==> src/rtl/dht22_responder.sv <==
// DHT22 sensor-side model: waits for a host start pulse on the single-wire
// bus, then answers with the ack and a 40-bit {humidity, temperature, checksum}
// frame using DHT22 slot timing. dht_oe=1 pulls the open-drain bus low.
module dht22_responder #(
  parameter int unsigned CLKS_PER_US   = 50,
  parameter int unsigned MIN_START_US  = 800,
  parameter int unsigned RESP_DELAY_US = 30,
  parameter int unsigned ACK_US        = 80,
  parameter int unsigned BIT_LOW_US    = 50,
  parameter int unsigned BIT0_HIGH_US  = 26,
  parameter int unsigned BIT1_HIGH_US  = 70
) (
  input  logic        clk,
  input  logic        reset,
  input  logic        dht_in,
  output logic        dht_oe,
  input  logic [15:0] humidity,
  input  logic [15:0] temperature,
  input  logic        err_inject,
  output logic        busy,
  output logic        frame_done
);

  localparam int unsigned T_START = MIN_START_US  * CLKS_PER_US;
  localparam int unsigned T_RESP  = RESP_DELAY_US * CLKS_PER_US;
  localparam int unsigned T_ACK   = ACK_US        * CLKS_PER_US;
  localparam int unsigned T_LOW   = BIT_LOW_US    * CLKS_PER_US;
  localparam int unsigned T_B0    = BIT0_HIGH_US  * CLKS_PER_US;
  localparam int unsigned T_B1    = BIT1_HIGH_US  * CLKS_PER_US;

  localparam int unsigned T_M1  = (T_START > T_RESP) ? T_START : T_RESP;
  localparam int unsigned T_M2  = (T_M1 > T_ACK) ? T_M1 : T_ACK;
  localparam int unsigned T_M3  = (T_M2 > T_LOW) ? T_M2 : T_LOW;
  localparam int unsigned T_M4  = (T_M3 > T_B1) ? T_M3 : T_B1;
  localparam int unsigned T_MAX = (T_M4 > T_B0) ? T_M4 : T_B0;
  localparam int unsigned CW    = $clog2(T_MAX + 1);

  typedef logic [CW-1:0] cnt_t;

  localparam cnt_t START_MIN = cnt_t'(T_START);
  localparam cnt_t RESP_END  = cnt_t'(T_RESP - 1);
  localparam cnt_t ACK_END   = cnt_t'(T_ACK - 1);
  localparam cnt_t LOW_END   = cnt_t'(T_LOW - 1);
  localparam cnt_t B0_END    = cnt_t'(T_B0 - 1);
  localparam cnt_t B1_END    = cnt_t'(T_B1 - 1);

  typedef enum logic [2:0] {
    IDLE,
    START_LOW,
    RESP_DELAY,
    ACK_LOW,
    ACK_HIGH,
    BIT_LOW,
    BIT_HIGH,
    END_LOW
  } state_t;

  state_t      state;
  cnt_t        cnt;
  logic        sync1;
  logic        line;
  logic        armed;
  logic [39:0] shreg;
  logic [5:0]  bit_idx;
  logic [7:0]  cks_now;
  logic        cur_bit;
  cnt_t        high_end;

  // Two-flop synchronizer for the pad input; resets to the idle (high) bus level.
  always_ff @(posedge clk or negedge reset) begin
    if (!reset) begin
      sync1 <= 1'b1;
      line  <= 1'b1;
    end else begin
      sync1 <= dht_in;
      line  <= sync1;
    end
  end

  // Checksum of the live inputs, captured into the frame only at start acceptance.
  always_comb begin
    cks_now  = humidity[15:8] + humidity[7:0] + temperature[15:8] + temperature[7:0];
    cks_now  = cks_now ^ {8{err_inject}};
    cur_bit  = shreg[39];
    high_end = cur_bit ? B1_END : B0_END;
  end

  // Responder FSM with a single shared duration counter and registered bus enable.
  // A start is only recognised after the line has been seen high while idle,
  // which both ignores a bus held low out of reset and masks the synchronizer
  // still carrying our own end-of-frame low.
  always_ff @(posedge clk or negedge reset) begin
    if (!reset) begin
      state      <= IDLE;
      cnt        <= '0;
      armed      <= 1'b0;
      dht_oe     <= 1'b0;
      busy       <= 1'b0;
      frame_done <= 1'b0;
      shreg      <= '0;
      bit_idx    <= '0;
    end else begin
      frame_done <= 1'b0;
      case (state)
        IDLE: begin
          dht_oe <= 1'b0;
          if (line) begin
            armed <= 1'b1;
          end else if (armed) begin
            armed <= 1'b0;
            cnt   <= '0;
            state <= START_LOW;
          end
        end
        START_LOW: begin
          if (line) begin
            cnt <= '0;
            if (cnt >= START_MIN) begin
              shreg   <= {humidity, temperature, cks_now};
              bit_idx <= '0;
              busy    <= 1'b1;
              state   <= RESP_DELAY;
            end else begin
              state <= IDLE;
            end
          end else if (cnt != '1) begin
            cnt <= cnt + 1'b1;
          end
        end
        RESP_DELAY: begin
          if (cnt == RESP_END) begin
            cnt    <= '0;
            dht_oe <= 1'b1;
            state  <= ACK_LOW;
          end else begin
            cnt <= cnt + 1'b1;
          end
        end
        ACK_LOW: begin
          if (cnt == ACK_END) begin
            cnt    <= '0;
            dht_oe <= 1'b0;
            state  <= ACK_HIGH;
          end else begin
            cnt <= cnt + 1'b1;
          end
        end
        ACK_HIGH: begin
          if (cnt == ACK_END) begin
            cnt    <= '0;
            dht_oe <= 1'b1;
            state  <= BIT_LOW;
          end else begin
            cnt <= cnt + 1'b1;
          end
        end
        BIT_LOW: begin
          if (cnt == LOW_END) begin
            cnt    <= '0;
            dht_oe <= 1'b0;
            state  <= BIT_HIGH;
          end else begin
            cnt <= cnt + 1'b1;
          end
        end
        BIT_HIGH: begin
          if (cnt == high_end) begin
            cnt     <= '0;
            dht_oe  <= 1'b1;
            shreg   <= {shreg[38:0], 1'b0};
            bit_idx <= bit_idx + 1'b1;
            state   <= (bit_idx == 6'd39) ? END_LOW : BIT_LOW;
          end else begin
            cnt <= cnt + 1'b1;
          end
        end
        END_LOW: begin
          if (cnt == LOW_END) begin
            cnt        <= '0;
            dht_oe     <= 1'b0;
            frame_done <= 1'b1;
            busy       <= 1'b0;
            state      <= IDLE;
          end else begin
            cnt <= cnt + 1'b1;
          end
        end
        default: begin
          dht_oe <= 1'b0;
          busy   <= 1'b0;
          cnt    <= '0;
          state  <= IDLE;
        end
      endcase
    end
  end

endmodule
==> config.mk <==
export PLATFORM = sky130hd
export DESIGN_NAME = dht22_responder
export DESIGN_NICKNAME = d
export VERILOG_FILES = /design/src/rtl/dht22_responder.sv
export SDC_FILE = /design/constraint.sdc
export NUM_CORES = 1
export LEC_CHECK = 0
export ABC_AREA = 1
export BUFFER_PORTS_ARGS = -buffer_cell sky130_fd_sc_hd__buf_2
export CELL_PAD_IN_SITES_DETAIL_PLACEMENT = 1
export CELL_PAD_IN_SITES_GLOBAL_PLACEMENT = 1
export CORE_MARGIN = 2
export CORE_UTILIZATION = 40
export CTS_CLUSTER_SIZE = 14
export DETAILED_ROUTE_END_ITERATION = 10
export PLACE_DENSITY = 0.77
export SYNTH_ARGS = -nofsm -noshare
export SYNTH_HDL_FRONTEND = slang
export SYNTH_SLANG_ARGS = --single-unit
==> constraint.sdc <==
create_clock -name clk -period 1.7 [get_ports clk]
set_clock_uncertainty 0.15 [all_clocks]
set_input_delay 0.17 -clock clk [delete_from_list [all_inputs] [get_ports clk]]
set_output_delay 0.17 -clock clk [all_outputs]
set_load 0.01 [all_outputs]
# [Yosys cells after proc, flatten, opt, wreduce, memory -nomap -nowiden]
# Cells that the tools add are included.
[op_classes] addsub=5 magnitude_cmp=1 eq_ne=25 n_mux=42 bitwise=1 reduce_logical=11
[ops] cell="two-way mux 16 bit" count=8
[ops] cell="two-way mux 40 bit" count=3
[ops] cell="one-hot mux 16 bit (6 select lines)" count=1
[ops] cell="one-hot mux 40 bit (2 select lines)" count=1
[ops] cell="== test 16 x 12 -> 1 bit, second input constant" count=2
[ops] cell="two-way mux 3 bit" count=9
[ops] cell="adder 8 bit" count=3
[ops] cell="one-hot mux 3 bit (8 select lines)" count=1
[ops] cell="inequality test 2 bit, second input constant" count=10
[ops] cell="two-way mux 6 bit" count=3
[ops] cell="adder 16 x 1 -> 16 bit, second input constant" count=1
[ops] cell="== test 16 x 11 -> 1 bit, second input constant" count=1
[ops] cell="== test 16 x 12 -> 1 bit" count=1
[ops] cell="greater-or-equal comparator 16 bit, second input constant" count=1
[ops] cell="inequality test 16 bit, second input constant" count=1
[ops] cell="== test 3 bit, second input constant" count=4
[ops] cell="two-way mux 12 bit" count=1
[ops] cell="one-hot mux 6 bit (2 select lines)" count=1
[ops] cell="two-way mux 1 bit" count=10
[ops] cell="AND reduction 9 bit" count=1
[ops] cell="AND reduction 4 bit" count=2
[ops] cell="bitwise XOR 8 bit" count=1
[ops] cell="adder 6 x 1 -> 6 bit, second input constant" count=1
[ops] cell="== test 3 x 2 -> 1 bit, second input constant" count=2
[ops] cell="13 further kinds" count=16
[totals] ff_bits=71 output_inout_bits=3 wordCells=95

# [Longest topological paths before layout]
# Gate-level depths: netlist (run 1).
[logic_depth] ltp_word=7 mapped_depth=16 mapped_depth_nobuf=16

# [Worst setup path before layout (run 1)]
# Ideal clock, no wire load.
[synth_timing] path_kind="input to register" startpoint="input humidity[1]" endpoint="register shreg[5]" setup_time_ns=0.116 arrival_time_ns=2.396 path_slack_ns=-0.962 path_stages=14 path_cell_list="inv_1 -> fa_1 -> fa_1 -> inv_1 -> ha_1 -> fa_1 -> nand3_1 -> nand3b_1 -> nand2_1 -> nand2_1 -> nand3_1 -> o21ai_0 -> nand2_1 -> nand2_1"
[synth_via] elab_chain_len=7
[synth_lines] element="start: declaration" line="17" rtl="input logic [15:0] humidity,"
[synth_lines] element="adder 8 bit (3 in a row)" line="82" rtl="cks_now = humidity[15:8] + humidity[7:0] + temperature[15:8] + temperature[7:0];"
[synth_lines] element="bitwise XOR 8 bit" line="83" rtl="cks_now = cks_now ^ {8{err_inject}};"
[synth_lines] element="two-way mux 40 bit" line="118" rtl="if (cnt >= START_MIN) begin"
[synth_lines] element="two-way mux 40 bit" line="116" rtl="if (line) begin"
[synth_lines] element="one-hot mux 40 bit (2 select lines)" line="104" rtl="case (state)"
[synth_lines] element="end signal: assignment" line="119" rtl="shreg <= {humidity, temperature, cks_now};"
[synth_lines] element="end signal: assignment" line="170" rtl="shreg <= {shreg[38:0], 1'b0};"
[synth_lines] element="end: declaration" line="63" rtl="logic [39:0] shreg;"
# No other way between the ends. The select of a mux whose other input is x is not followed.
# A chain may end at the register's enable or synchronous reset.

# [Worst setup path in the final report (run 1)]
# Ends and elaborated chain as after synthesis.

==> results.py, run 1 <==
metrics = {
    "power_and_ir_drop": {
        "power_mw": 6.54,
        "leakagePower_nw": 3.77,
        "p_comb_share_pct": 40.2,
        "p_clk_share_pct": 32.5,
        "power_density_nw_per_um2": 833,
        "ir_drop_mv": 0.609,
        "switchingPower_mw": 2.53,
        "power.share.switching_pct": 38.7,
        "internal_power_mw": 4.01,
        "seqPwrFrac_pct": 27.3,
    },
    "sta": {
        "fmax_mhz": 380,
        "layout_min_cycle_time_ns": 2.63,
        "slew_headroom_pct": 64.1,
        "rsz0062_at_grt": "true",
        "slew_violations": 0,
        "tightestPinTransition_ns": 0.533,
        "setup_viol": 68,
        "finalHoldViolCount": 0,
        "period_share_pct": 155,
        "fin_ws_ns": -0.929,
    },
    "critical_path": {
        "crit_fanout": 3,
        "crit_path_end_kind": "register",
        "path_class": "in2reg",
        "arrival_ns": 2.72,
        "critPathLaunchType": "primary input",
        "cp.required_ns": 1.79,
    },
    "route": {
        "drt_pass1_iterations": 7,
        "routed_wl_um": 26700,
        "drt_iter0_markers": 503,
        "wl_per_cell_um": 25.9,
        "drc": 0,
        "vias": 6025,
        "ant_nets": 0,
        "via_per_inst": 5.84,
    },
    "final_layout": {
        "fin_area_um2": 7860,
        "finalNetCount": 939,
        "num_antenna_cells": 0,
        "drive_above_1_share_pct": 46.0,
        "fillers": 1400,
        "area_growth_pct": 60.5,
    },
    "global_routing": {
        "antenna_found_initial": 0,
        "grt_pass1_vias": 6397,
        "grt_overflow": 0,
        "grt.total_usage_pct": 35.4,
        "grt_max_degree": 40,
        "grt_pass1_wl_um": 34800,
    },
    "synth": {
        "ys_seq_area_share_pct": 36.3,
        "syn-num-nets": 775,
        "synth_area_per_cell_um2": 6.85,
        "ys_seq_elements": 71,
        "synthCells": 715,
        "synth_warnings": 0,
        "yosysUniqueCellTypes": 30,
        "synth_area_um2": 4900,
    },
    "clock_tree": {
        "clk_pin_slew_ns": 0.06,
        "cts_buffers": 9,
        "cts_tree": "done",
        "clockRootBuffer": "clkbuf_16",
        "clockBufferDepth": 2,
        "cts_max_level": 3,
        "cts.sink_count": 71,
        "clkLatencyLatePin_ns": 0.36,
    },
    "run": {
        "cap_violations": 0,
    },
    "floorplanning": {
        "fp.dieW_um": 115,
        "std_cell_rows": 40,
        "die_y_um": 115,
        "core_um2": 12000,
        "io_pins": 39,
        "dieArea_um2": 13100,
        "initial_core_util_pct": 40.9,
    },
    "place": {
        "place_area_um2": 5970,
        "hpwl_um": 11700,
        "gp_congestion": 0.932,
        "port_buffers": 38,
    },
    "worst_hold_path": {
        "hp-class": "in2reg",
    },
    "outcome": {
        "violations": "setup timing",
        "status": "finished with violations",
    },
}
final timing paths:
| kind | startpoint | endpoint | slack (ns) | cells past startpoint |
|---|---|---|---|---|
| worst max-delay path | humidity[1] | shreg[5]$_DFFE_PN0P_ | -0.93 | 15 |
| worst min-delay path | humidity[11] | shreg[35]$_DFFE_PN0P_ | 0.05 | 5 |
| worst max register to register | cnt[1]$_DFFE_PN0P_ | cnt[12]$_DFFE_PN0P_ | -0.54 | 11 |
| worst min register to register | sync1$_DFF_PN1_ | line$_DFF_PN1_ | 0.22 | 0 |
| max in group asynchronous | reset | shreg[11]$_DFFE_PN0P_ | 0.58 | 3 |
| min in group asynchronous | reset | cnt[11]$_DFFE_PN0P_ | 0.19 | 2 |
state kept, by name, summed over array words and instances (netlist names):
name,cells
armed,1
bit_idx,6
busy,1
cnt,16
dht_oe,1
frame_done,1
line,1
shreg,40
state,3
sync1,1
critical path, stage by stage:
cell      delay [ns]
buf_8           0.08
inv_4           0.03
fa_1            0.50
fa_1            0.57
inv_2           0.07
ha_4            0.17
fa_2            0.43
nand3_2         0.12
nand3b_1        0.12
nand2_1         0.10
nand2_1         0.07
nand3_1         0.09
o21ai_1         0.08
nand2_1         0.06
nand2_1         0.05
final cells by class:
cell class / instances / area, um2 / share of cell area (%)
timing repair inverter: 7 / 97.6 / 1.24
clock inverter: 4 / 53.8 / 0.685
timing repair buffer: 172 / 1560 / 19.8
clock buffer: 12 / 256 / 3.26
sequential: 71 / 1790 / 22.7
inverter: 100 / 437 / 5.56
tap: 147 / 184 / 2.34
multi-input combinational: 518 / 3490 / 44.4
placed cells by master (no fill, tap or decap), types with 3 or more instances in the layout:
cell type / count
nand2_1: 172
xor2_1: 6
a21oi_1: 3
xnor2_1: 8
nor2_4: 14
o21ai_1: 15
nand3_2: 9
nand2_4: 37
nor2_1: 31
buf_2: 33
inv_1: 75
buf_4: 96
inv_2: 13
buf_8: 4
dfrtp_1: 63
buf_6: 20
ha_1: 3
fa_1: 12
o21ai_2: 11
inv_8: 7
dfrtp_2: 6
nand3_4: 5
buf_12: 13
nand4_1: 13
nand2_2: 75
inv_4: 7
nor2_2: 10
o21ai_0: 31
clkbuf_16: 11
nand3_1: 30
ha_4: 6
nor3_1: 7
synth_stat cells:
library cell,n,area [um2]
nor3_2,1,10.0
a21oi_1,5,25.0
nand3_1,44,220
or2_2,1,6.26
nor3_1,9,45.0
dfrtp_1,69,1730
o21ai_0,53,265
nand4_1,13,81.3
o21ai_1,6,30.0
nand2_1,283,1060
inv_1,94,353
nor2_2,4,25.0
inv_2,5,18.8
xnor2_1,9,78.8
nand2_2,3,18.8
buf_6,3,33.8
dfstp_2,2,52.6
fa_1,14,280
o21bai_1,1,7.51
buf_4,7,52.6
clkbuf_1,3,11.3
o2111ai_1,1,8.76
a21boi_0,1,7.51
buf_2,13,65.1
xor2_1,6,52.6
nand3b_1,2,15.0
ha_1,10,125
nor2_8,1,20.0
nor2_1,51,191
inv_4,1,6.26
power groups by stage:
stage               clock network [mW]  registers [mW]  logic [mW]
finish                            2.13            1.79        2.63
CTS                               2.05            1.78        2.11
global route                      2.18            1.79        2.77
floorplan                            0            1.80        1.03
detailed placement                   0            1.81        1.74
global placement                     0            1.80        1.65
per-stage QoR:
stage / utilization (%) / hold slack, ns / setup TNS (ns) / setup WS [ns] / std cells
6_report: 65.7 / 0.0479 / -28.98 / -0.929 / 1031
5_1_grt: 65.7 / 0.0919 / -35.16 / -1.02 / 1031
4_1_cts: 61.1 / 0.0559 / -24.84 / -0.723 / 1020
3_5_place_dp: 49.9 / 0.0211 / -23.80 / -1.23 / 965
3_3_place_gp: 49.9 / 0.0173 / -21.01 / -1.05 / 965
2_1_floorplan: - / -0.276 / -4.96 / -0.795 / 715
metal layers:
| metal | GRT usage [%] | vias to the layer above | wire (um) | part of all wire (%) |
|---|---|---|---|---|
| li1 | - | 2550 | - | - |
| met5 | 0 | - | 0 | 0 |
| met2 | 64.7 | 294 | 13700 | 51 |
| met4 | 21.2 | 0 | 1940 | 7.3 |
| met1 | 38.0 | 3035 | 9640 | 36 |
| met3 | 5.93 | 146 | 1420 | 5.3 |
cell families after synthesis:
logic type,share of synthesized area (%)
buffers and inverters,11.0
AO/OA/AOI/OAI,7.03
flip-flops,36.3
AND/OR/NAND/NOR,34.6
XOR/XNOR,2.68
adder cells (fa/ha/maj),8.28
repair_timing:
action / CTS / global route
pin swaps: 36 / 57
hold endpoints to repair: 34 / 0
setup buffers: 29 / 13
setup endpoints to repair: 68 / 68
hold buffers: 2 / 0
cloned: 10 / 2
resized for setup: 187 / 139
Note: power is estimated with default switching activity, not from simulation.
==> inputs of run 2 (changes only) <==
- REMOVE_ABC_BUFFERS: not set -> 1
==> results.py, run 2 (same netlist as run 1, synthesis figures left out) <==
metrics = {
    "outcome": {
        "status": "finished with violations",
        "violations": "setup timing",
    },
    "critical_path": {
        "cp.required_ns": 1.85,
        "reg2regPathDepth": 14,
        "r2r-end": "shreg[5]$_DFFE_PN0P_",
        "arrival_ns": 2.96,
        "rr_startpoint": "cnt[4]$_DFFE_PN0P_",
        "critPathLaunchType": "primary input",
        "cp-startpoint": "humidity[9]",
        "cp_cell_sequence": "buf_6, inv_2, fa_1, fa_1, inv_2, ha_4, fa_2, nand3_2, nand2_2, nand2_2, nand2_2, nand2_1, nand3_1, o21ai_1, nand2_1, nand2_1",
        "crit_path_end_kind": "register",
        "crit_fanout": 3,
        "path_class": "in2reg",
        "slowest_stage": "fa_1",
        "regToRegSetupSlack_ns": -0.55,
        "worst_path_largest_cell_delay_ns": 0.53,
    },
    "global_routing": {
        "met3_usage_pct": 7.78,
        "grt_pass1_wl_um": 36200,
        "grt_use_met2_pct": 65.0,
        "grt_max_degree": 41,
        "antenna_found_initial": 0,
        "grt_overflow": 0,
        "grt_pass1_vias": 6492,
        "use_met1_pct": 42.9,
        "grt_busiest_layer": "met2",
        "grt.total_usage_pct": 37.1,
    },
    "route": {
        "vias": 6305,
        "drt_iter0_markers": 508,
        "routed_wl_um": 28700,
        "via_per_inst": 6.18,
        "ant_nets": 0,
        "drc": 0,
        "wl_per_cell_um": 28.1,
        "drt_pass1_iterations": 5,
    },
    "place": {
        "place_area_um2": 5810,
        "port_buffers": 38,
        "gp_congestion": 0.890,
        "hpwl_um": 11300,
    },
    "power_and_ir_drop": {
        "ir_drop_mv": 0.878,
        "power_density_nw_per_um2": 892,
        "power_mw": 7.08,
        "leakagePower_nw": 3.81,
    },
    "floorplanning": {
        "initial_core_util_pct": 40.9,
        "io_pins": 39,
        "std_cell_rows": 40,
        "fp.dieW_um": 115,
        "dieArea_um2": 13100,
        "die_y_um": 115,
        "core_um2": 12000,
    },
    "run": {
        "cap_violations": 0,
    },
    "sta": {
        "tns_ns": -32.01,
        "layout_min_cycle_time_ns": 2.81,
        "tightestPinTransition_ns": 0.647,
        "slew_headroom_pct": 56.8,
        "fmax_mhz": 356,
        "period_share_pct": 165,
        "rsz0062_at_grt": "true",
        "fin_ws_ns": -1.11,
        "slew_violations": 0,
        "setup_viol": 68,
        "finalHoldViolCount": 0,
        "whs_ns": 0.0456,
    },
    "final_layout": {
        "drive_above_1_share_pct": 50.1,
        "final_common_cell": "nand2_1",
        "top_regs": "shreg x40, cnt x16, bit_idx x6",
        "largest_reg_flops": 40,
        "num_antenna_cells": 0,
        "final_cell_mix": "nand2_1, nand2_2, buf_4, inv_1, dfrtp_1",
        "area_growth_pct": 62.1,
        "utilization_pct": 66.3,
        "fin_area_um2": 7940,
        "largest_register": "shreg",
        "finalNetCount": 929,
    },
    "clock_tree": {
        "clkLatencyLatePin_ns": 0.37,
        "clockBufferDepth": 2,
        "clk_pin_slew_ns": 0.07,
        "cts_tree": "done",
        "clockRootBuffer": "clkbuf_16",
        "cts_max_level": 3,
        "cts.sink_count": 71,
        "cts_buffers": 9,
    },
    "worst_hold_path": {
        "worstHoldPathCells": 5,
        "hp-start": "humidity[4]",
        "hold-path-endpoint": "shreg[28]$_DFFE_PN0P_",
        "hp-class": "in2reg",
    },
}
-- run 2: cell count changes in the layout (fill, tap and decap cells not counted), sizes merged --
cell	before	now
clkbuf	14	10
inv	107	104
clkinvlp	2	0
buf	168	163
bufinv	1	3
clkinv	1	3
-- run 2: timing repair --
action	4_1_cts	5_1_grt
resized for setup	232	168
buffers inserted	29	20
endpoints found under the setup margin	68	68
pin swaps	90	73
cloned	10	0
endpoints found under the hold margin	17	0
hold buffers	2	0
-- run 2: routing by layer --
layer	part of all wire (%)	vias to the layer above	wire length, um
li1	-	2522	-
met1	35	3092	9910
met2	48	472	13800
met3	8.4	219	2420
met4	9.0	0	2570
met5	0	-	0
-- run 2: cell type report --
class / count / area (um2)
fill: 1388 / 4030
timing repair buffer: 165 / 1550
clock inverter: 6 / 109
sequential: 71 / 1790
tap: 147 / 184
inverter: 100 / 405
clock buffer: 10 / 229
timing repair inverter: 4 / 67.6
multi-input combinational: 518 / 3600
-- run 2: worst max path at each step --
stage	slack, ns	cells past startpoint	end
final	-1.11	16	shreg[5]$_DFFE_PN0P_
after global routing	-1.13	15	shreg[5]$_DFFE_PN0P_
after detailed placement	-1.27	15	shreg[5]$_DFFE_PN0P_
after CTS	-0.78	13	shreg[3]$_DFFE_PN0P_
after floorplan	-2.20	8	shreg[4]$_DFFE_PN0P_
after global placement	-1.14	15	shreg[5]$_DFFE_PN0P_
-- run 2: stage by stage --
step | cells | setup slack [ns]
2_1_floorplan | 689 | -2.20
3_3_place_gp | 952 | -1.14
3_5_place_dp | 952 | -1.27
4_1_cts | 1008 | -0.776
5_1_grt | 1021 | -1.13
6_report | 1021 | -1.11
-- run 2: power breakdown --
part           leakage [nW]  internal, mW  switching, mW
combinational          2.89          1.18           1.78
clock                 0.166          1.43          0.904
sequential            0.758          1.73         0.0436
-- run 2: worst max-delay path: cells and delay by family --
| family | cells | cell delay, ns |
|---|---|---|
| buffers and inverters | 3 | 0.23 |
| and+or+nand+nor | 8 | 0.82 |
| adders and majority gates | 4 | 1.62 |
| AOI/OAI and AO/OA | 1 | 0.12 |
==> inputs of run 3 (changes only) <==
- CORE_MARGIN: 2 -> not set
==> results.py, run 3 (same netlist as run 1, synthesis figures left out) <==
metrics = {
    "outcome": {
        "status": "finished with violations",
        "violations": "setup timing",
    },
    "route": {
        "ant_nets": 0,
        "routed_wl_um": 30400,
        "drt_pass1_iterations": 5,
        "drt_iter0_markers": 744,
        "wl_per_cell_um": 29.4,
        "drc": 0,
        "via_per_inst": 6.26,
        "vias": 6477,
    },
    "sta": {
        "fin_ws_ns": -1.02,
        "period_share_pct": 160,
        "layout_min_cycle_time_ns": 2.72,
        "finalHoldViolCount": 0,
        "fmax_mhz": 368,
        "tightestPinTransition_ns": 0.539,
        "setup_viol": 68,
        "slew_violations": 0,
        "rsz0062_at_grt": "true",
        "tns_ns": -37.76,
        "slew_headroom_pct": 63.7,
    },
    "global_routing": {
        "grt.total_usage_pct": 38.7,
        "grt_busiest_layer": "met2",
        "grt_max_degree": 36,
        "met3_usage_pct": 8.53,
        "grt_pass1_vias": 6627,
        "antenna_found_initial": 0,
        "grt_overflow": 0,
        "grt_use_met2_pct": 66.0,
        "grt_pass1_wl_um": 36700,
        "use_met1_pct": 45.4,
    },
    "clock_tree": {
        "cts_max_level": 3,
        "cts_buffers": 9,
        "cts_tree": "done",
        "cts.sink_count": 71,
        "clkLatencyLatePin_ns": 0.37,
        "clockBufferDepth": 2,
        "clockRootBuffer": "clkbuf_16",
        "clk_pin_slew_ns": 0.07,
    },
    "final_layout": {
        "final_cell_mix": "nand2_1, buf_4, nand2_2, inv_1, dfrtp_1",
        "area_growth_pct": 63.3,
        "final_common_cell": "nand2_1",
        "finalNetCount": 943,
        "top_regs": "shreg x40, cnt x16, bit_idx x6",
        "drive_above_1_share_pct": 50.6,
        "fillers": 1377,
        "seqCellArea_um2": 1790,
        "num_antenna_cells": 0,
        "largest_register": "shreg",
        "largest_reg_flops": 40,
        "multiInputGateArea_um2": 3600,
    },
    "critical_path": {
        "arrival_ns": 2.82,
        "worst_path_largest_cell_delay_ns": 0.55,
        "regToRegSetupSlack_ns": -0.65,
        "rr_startpoint": "cnt[11]$_DFFE_PN0P_",
        "r2r-end": "shreg[2]$_DFFE_PN0P_",
        "cp_cell_sequence": "buf_6, inv_4, fa_1, fa_1, inv_2, ha_4, fa_2, xnor2_2, a21oi_1, o21ai_1, o21ai_1, nand2_1, o21ai_1",
        "crit_path_end_kind": "register",
        "cp.required_ns": 1.81,
        "crit_top_cell": "o21ai_1",
        "reg2regPathDepth": 13,
        "critPathLaunchType": "primary input",
        "path_class": "in2reg",
        "slowest_stage": "fa_1",
        "crit_fanout": 3,
    },
    "floorplanning": {
        "std_cell_rows": 40,
        "io_pins": 39,
        "core_um2": 12000,
        "die_y_um": 113,
        "initial_core_util_pct": 40.9,
        "dieArea_um2": 12700,
        "fp.dieW_um": 113,
    },
    "worst_hold_path": {
        "worstHoldPathCells": 5,
        "hp-start": "humidity[7]",
        "hold-path-endpoint": "shreg[31]$_DFFE_PN0P_",
        "hp-class": "in2reg",
    },
    "place": {
        "hpwl_um": 11200,
        "pre_cts_ws_ns": -1.23,
        "gp_congestion": 0.862,
        "port_buffers": 38,
    },
    "power_and_ir_drop": {
        "ir_drop_mv": 0.889,
        "leakagePower_nw": 3.86,
        "power_density_nw_per_um2": 860,
    },
    "run": {
        "cap_violations": 0,
    },
}
-- run 3: layout make-up --
type	instances	share of cell area [%]
clock inverters	5	0.704
inverters	100	5.30
clock buffers	11	3.16
multi-input cells	519	45.0
repair inverters	7	1.28
repair buffers	175	19.9
flip-flops and latches	71	22.4
well taps	147	2.30
-- run 3: power breakdown --
part | internal, mW | switching [mW]
registers | 1.73 | 0.0448
logic | 1.16 | 1.80
clock network | 1.22 | 0.917
-- run 3: routing by layer --
layer | vias up | wire length [um]
li1 | 2554 | -
met1 | 3182 | 10900
met2 | 510 | 14200
met3 | 231 | 2660
met4 | 0 | 2630
met5 | - | 0
-- run 3: worst max-delay path by stage --
| stage | from | end | slack (ns) | depth (start not counted) |
|---|---|---|---|---|
| floorplan | state[0]$_DFFE_PN0P_ | shreg[4]$_DFFE_PN0P_ | -2.20 | 8 |
| global placement | humidity[1] | shreg[5]$_DFFE_PN0P_ | -1.14 | 15 |
| detailed placement | humidity[1] | shreg[5]$_DFFE_PN0P_ | -1.23 | 15 |
| CTS | temperature[1] | shreg[5]$_DFFE_PN0P_ | -0.69 | 15 |
| global route | humidity[1] | shreg[7]$_DFFE_PN0P_ | -1.07 | 15 |
| finish | temperature[1] | shreg[3]$_DFFE_PN0P_ | -1.02 | 13 |
-- run 3: per-stage QoR --
stage          total power [mW]  instances  instance area (um2)  hold WS (ns)  utilization (%)
2_1_floorplan              2.70        689                 4730        -0.276                -
6_report                   6.87       1035                 8000        0.0807             66.9
5_1_grt                    6.98       1035                 8000         0.117             66.9
3_5_place_dp               3.38        954                 5780       0.00327             48.3
3_3_place_gp               3.30        954                 5780      -0.00806             48.3
4_1_cts                    6.03       1012                 7190        0.0318             60.1
-- run 3: repair_timing --
| action | 4_1_cts | 5_1_grt |
|---|---|---|
| hold buffers | 2 | 0 |
| endpoints found under the setup margin | 68 | 68 |
| buffers inserted | 31 | 27 |
| gates resized for setup | 212 | 180 |
| hold endpoints to repair | 22 | 0 |
| pin swaps | 69 | 76 |
| gates cloned | 11 | 3 |
-- run 3: critical path, delay by kind of cell --
family                   cells  cell delay, ns
adder cells (fa/ha/maj)      4            1.68
AO/OA/AOI/OAI                4            0.49
AND/OR/NAND/NOR              1            0.11
XOR/XNOR                     1            0.21
buffers and inverters        3            0.16
